$ cat src/rtl/mux_addr_sequencer.sv
// rtl/mux_addr_sequencer.sv - round-robin 4:1 analog mux address sequencer
// Selects a requesting channel, holds the select stable for SETTLE cycles, then presents it until ready.
module mux_addr_sequencer #(
  parameter int unsigned SETTLE = 3
) (
  input  logic       clk,
  input  logic       reset,
  input  logic       req0,
  input  logic       req1,
  input  logic       req2,
  input  logic       req3,
  input  logic       ready,
  output logic       addr0,
  output logic       addr1,
  output logic       valid,
  output logic       busy,
  output logic [7:0] grant_count
);

  typedef enum logic [1:0] {
    IDLE        = 2'd0,
    SETTLE_WAIT = 2'd1,
    PRESENT     = 2'd2
  } state_t;

  localparam logic [3:0] SETTLE_LOAD = 4'(SETTLE - 1);

  state_t     state, state_nxt;
  logic [1:0] addr, addr_nxt;
  logic [1:0] last_grant, last_grant_nxt;
  logic [3:0] cnt, cnt_nxt;
  logic [7:0] gcount_nxt;
  logic [3:0] reqv;
  logic [1:0] pick, ch;
  logic       hit;

  assign reqv = {req3, req2, req1, req0};

  // Scan from the farthest candidate back to the nearest so the nearest hit wins.
  always_comb begin
    pick = 2'd0;
    hit  = 1'b0;
    ch   = 2'd0;
    for (int i = 3; i >= 0; i--) begin
      ch = last_grant + 2'd1 + 2'(i);
      if (reqv[ch]) begin
        pick = ch;
        hit  = 1'b1;
      end
    end
  end

  always_comb begin
    state_nxt      = state;
    addr_nxt       = addr;
    last_grant_nxt = last_grant;
    cnt_nxt        = cnt;
    gcount_nxt     = grant_count;
    case (state)
      IDLE: begin
        if (hit) begin
          addr_nxt  = pick;
          cnt_nxt   = SETTLE_LOAD;
          state_nxt = SETTLE_WAIT;
        end
      end
      SETTLE_WAIT: begin
        if (cnt == 4'd0) begin
          state_nxt = PRESENT;
        end else begin
          cnt_nxt = cnt - 4'd1;
        end
      end
      PRESENT: begin
        if (ready) begin
          last_grant_nxt = addr;
          gcount_nxt     = grant_count + 8'd1;
          state_nxt      = IDLE;
        end
      end
      default: state_nxt = IDLE;
    endcase
  end

  always_ff @(posedge clk or posedge reset) begin
    if (reset) begin
      state       <= IDLE;
      addr        <= 2'd0;
      last_grant  <= 2'd3;
      cnt         <= 4'd0;
      grant_count <= 8'd0;
    end else begin
      state       <= state_nxt;
      addr        <= addr_nxt;
      last_grant  <= last_grant_nxt;
      cnt         <= cnt_nxt;
      grant_count <= gcount_nxt;
    end
  end

  // valid and busy decode the state register only, so req/ready never reach them combinationally.
  assign valid = (state == PRESENT);
  assign busy  = (state != IDLE);
  assign addr0 = addr[0];
  assign addr1 = addr[1];

endmodule
$ cat config.mk
export PLATFORM = sky130hd
export DESIGN_NAME = mux_addr_sequencer
export DESIGN_NICKNAME = d
export VERILOG_FILES = /design/src/rtl/mux_addr_sequencer.sv
export SDC_FILE = /design/constraint.sdc
export NUM_CORES = 1
export LEC_CHECK = 0
export CORE_UTILIZATION = 44
export DETAILED_ROUTE_END_ITERATION = 10
export PLACE_DENSITY = 0.84
export SKIP_LAST_GASP = 1
export SLEW_MARGIN = 15
export SYNTH_ARGS = -nofsm -noshare
export SYNTH_HDL_FRONTEND = slang
export SYNTH_SLANG_ARGS = --single-unit
$ cat constraint.sdc
create_clock -name clk -period 1.42 [get_ports clk]
set_input_delay 0.213 -clock clk [delete_from_list [all_inputs] [get_ports clk]]
set_output_delay 0.213 -clock clk [all_outputs]
set_load 0.03 [all_outputs]
======== Word level (Yosys, flattened, before mapping) ========
Cells that the tools add are included.
storage, ports and cells
  register bits after elaboration ......... 18
  bits of input ports ..................... 7
  output and inout port bits .............. 12
  word-level logic and storage cells ...... 52
cells by class
  add/subtract/negate cells ............... 6
  magnitude comparators ................... 4
  equality and inequality tests ........... 6
  muxes and demuxes ....................... 23
  reductions and logical operators ........ 8
operators by type and width
  cell                                                                    count
  2-bit 2-to-1 mux                                                        7
  2-bit by 3-bit < comparator with 1-bit output (second input constant)   4
  8-bit by 1-bit adder with 8-bit output (second input constant)          1
  1-bit binary-select mux with 2-bit select                               4
  1-bit 2-to-1 mux                                                        8
  4-bit 2-to-1 mux                                                        2
  2-bit inequality test (second input constant)                           4
  4-bit case mux with 2 select lines                                      1
  2-bit case mux with 3 select lines                                      1
  3-bit AND reduction                                                     2
  2-bit by 1-bit adder with 2-bit output (second input constant)          2
  2-bit adder (second input constant)                                     2
  4-bit zero test                                                         1
  2-bit AND reduction                                                     2
  2-bit nonzero test                                                      2
  4-bit by 1-bit subtractor with 4-bit output (second input constant)     1
  2-bit by 1-bit equality test with 1-bit output (second input constant)  1
  2-bit equality test (second input constant)                             1
  2-bit zero test                                                         1

======== Depth between registers and ports, before layout ========
  word-level depth ........................ 10
  gate-level depth with buffers ........... 5
  mapped depth without buffers ............ 5

======== Worst setup path after synthesis ========
OpenSTA, ideal clock, no wires.
  kind .................................... reg-to-reg
  start ................................... register state[1]
  end ..................................... register addr[1]
  library setup time ...................... 0.125 ns
  arrival time ............................ 1.443 ns
  required time ........................... 1.295 ns
  slack ................................... -0.147 ns
  stages on the path, launching flop included .. 5
  buffers on the path ..................... 1
  period minus slack after synthesis ...... 1.567 ns
  cell sequence ........................... dfrtp_1 clkbuf_1 or2_2 nor2_1 mux2_2
between the ends
  word-level cells in the longest chain between the ends .. 2
ends and longest elaborated chain
  element                        line  RTL
  start, declared                28    state_t state, state_nxt;
  start signal, assigned         93    state <= state_nxt;
  2-bit zero test                59    case (state)
  2-bit AND reduction (no line)  -
  end signal, assigned           94    addr <= addr_nxt;
  end, declared                  29    logic [1:0] addr, addr_nxt;
No other way between the ends.
A chain may end at the register's enable or synchronous reset.

======== Worst setup path after layout ========
  start ................................... register state[0]
  end ..................................... register cnt[3]
between the ends
  word-level cells in the longest chain between the ends .. 3
  elaborated cells on any way between the ends .. 7
  those cells by class .................... 3 x eq/ne; 1 x mux; 3 x reduce/logical
ends and longest elaborated chain
  element                                                                            line  RTL
  2-bit by 1-bit equality test with 1-bit output or 2-bit zero test (tied branches)  59
  2-bit inequality test (no line) or 2-bit nonzero test (tied branches)              -
  3-bit AND reduction (no line)                                                      -
  end signal, assigned                                                               96    cnt <= cnt_nxt;
  end, declared                                                                      31    logic [3:0] cnt, cnt_nxt;
Several ways; a longest one is shown, not always the timed one.

==> metrics <==
Worst-Margin Slew=0.392 ns; Die Wd=48.2 µm; number of enable flip-flop cells after synthesis=0; total number of vias=813; post-synth cell types=35; WL met2=1080 µm; Via density=5.15; YS warnings=0; CP endpoint kind=register; Clock Tree Buf Depth=2; final setup vio count=2; register area share after synthesis=0.483; IO buf count=18; worst reg-to-reg path cell count=3; Setup WS pre-CTS=-0.230 ns; PnR worst setup slack=-0.0735 ns; Final Wtd Congestion=0.766; min Tclk post-route=1.49 ns; WP depth=3; Crit Reg-Reg Endpoint=cnt[3]; synthesized cell area=938 µm²; syn_nets=103; R2R Setup Slk=-0.07 ns; All-Layer GR Usage=0.202; clk_lat worst skew=0.29 ns; Startpoint Class=register; share of layout cells above drive strength 1=0.282; CTS clk-pin slew, worst paths=0.10 ns; CP top delay family=simple AND/OR/NAND/NOR gates; Crit path largest cell delay=0.48 ns; Pleak=0.675 nW; # hold bufs at CTS=0; Antenna Cells=0; VDD IR max=0.000934 V; Buf/Inv on CP=0; IO Count=19; CP required=1.65 ns; max-capacitance violation count=0; dpl cells=152; WHS=0.174 ns; num rows=16; CTS tree=done; global-route wire length before repair=3240 µm; Residual DRC=0; Yosys reg bits=18; critical path arrival=1.73 ns; routed len/inst=13.2 µm; CP cell instances=or3b_4 -> or4b_4 -> a21oi_2; Mean Syn Cell Area=10.1 µm²; vias in the first global route=788; initial antenna violation count=0; GRT overflow=0; status=complete, but fails checks; Initial Util=0.473; Syn Inst Count=93; final worst path period share=1.05; Pwr Density=1700 mW/mm²; final max-slew violation count=0; Die Y=48.2 µm; Fin. Hold Viols=0; kind of critical path=reg -> reg; RSZ-0062 raised after global routing=yes; final non-filler cell total=158; Hold Path Class=in -> async; Rel. slew slack=0.737; Reg2Reg Launch Point=state[0]; M1 wire length=961 µm; H-tree depth=1; asr flop ratio synth=1.00; Top Layer Used=met4; Crit-path slowest cell=or4b_4; CORE AREA=0.00198 mm²; commonest non-fill, non-tap cells in the layout=18 x buf_4, 16 x dfrtp_1, 12 x nand2_1, 10 x dlygate4sd2_1; failing checks=negative setup slack; Post-DP HPWL=1610 µm; largest net degree at the start of global routing=11; Clock Skew=0.00141 ns; FMAX=670 MHz; clk sinks=18; initial DRC count=12; leading cell type in the layout, fill and taps excluded=buf_4; metal3 WL=33 µm; Crit Path Max Fanout=4; Root Buffer Master=clkbuf_4; Pre-Repair DR Iteration Count=4; total CTS buffers=3; Total Routed Length=2090 µm; die area=0.00232 mm²; Antenna Nets Post-Route=0; Main synth FF type=dfrtp_1; final net count=142; area grow syn2layout=42.8%
[layout make-up]
type / instances / area, µm²
multi-input cells: 68 / 499
clock buffers: 4 / 36.3
repair buffers: 36 / 299
fillers: 157 / 642
flip-flops and latches: 18 / 453
well taps: 27 / 33.8
inverters: 5 / 18.8
[cells in the mapped netlist (all sizes together) (2+ instances only)]
cell type  instances  area (µm²)
xor2               3        26.3
or2                2        12.5
ha                 3        37.5
nor3b              2        15.0
nor3               2        10.0
o2bb2ai            3        26.3
clkbuf             2        7.51
nand4              3        18.8
inv                5        18.8
nor2               5        18.8
dfrtp             16         400
xnor2              4        35.0
nand2             12        45.0
dfstp              2        52.6
a21oi              3        15.0
nand2b             6        37.5
mux2i              2        20.0
[kinds of logic after synthesis]
| kind of cell | after synthesis | synth area share |
|---|---|---|
| XOR/XNOR | 7 | 0.0653 |
| flip-flops | 18 | 0.483 |
| AND/OR/NAND/NOR | 41 | 0.240 |
| adder cells (fa/ha/maj) | 3 | 0.0400 |
| multiplexers | 3 | 0.0333 |
| buffers and inverters | 7 | 0.0280 |
| AO/OA/AOI/OAI | 14 | 0.111 |
[where the power goes]
group	leakage (nW)	internal [mW]	switching, mW
clock network	0.0210	0.156	0.163
logic	0.428	0.556	0.567
registers	0.226	0.684	0.149
total	0.675	1.40	0.879
[registers in the layout (all words and copies together) (netlist names)]
name         count
addr             2
last_grant       2
state            2
grant_count      8
cnt              4
[per-stage QoR]
stage / total power [mW] / utilization / TNS (ns) / instance area [µm²]
3_5_place_dp: 1.93 / 0.641 / -0.926 / 1270
5_1_grt: 2.45 / 0.676 / -0.343 / 1340
6_report: 2.28 / 0.676 / -0.131 / 1340
4_1_cts: 2.23 / 0.665 / -0.200 / 1320
3_3_place_gp: 1.88 / 0.641 / -0.549 / 1270
2_1_floorplan: 1.48 / - / -0.0467 / 946
[worst max path at each step]
| stage | start | end | slack [ns] |
|---|---|---|---|
| after floorplan | state[1] | addr[1] | -0.04 |
| after global routing | state[0] | cnt[3] | -0.12 |
| final | state[0] | cnt[3] | -0.07 |
| after global placement | req1 | addr[1] | -0.15 |
| after CTS | state[0] | busy | -0.12 |
| after detailed placement | req1 | addr[1] | -0.23 |
[what timing repair did]
action | CTS | global route
cloned | 0 | 0
buffers inserted | 1 | 1
endpoints found under the hold margin | 0 | 0
resized for setup | 15 | 7
pin swaps | 0 | 1
setup endpoints to repair | 14 | 7
[metal layers]
layer	global-route usage	up-vias
met5	0	-
met4	0.0778	0
met3	0.0370	2
met2	0.347	13
met1	0.252	394
li1	-	404
Note: power is estimated with default switching activity, not from simulation.
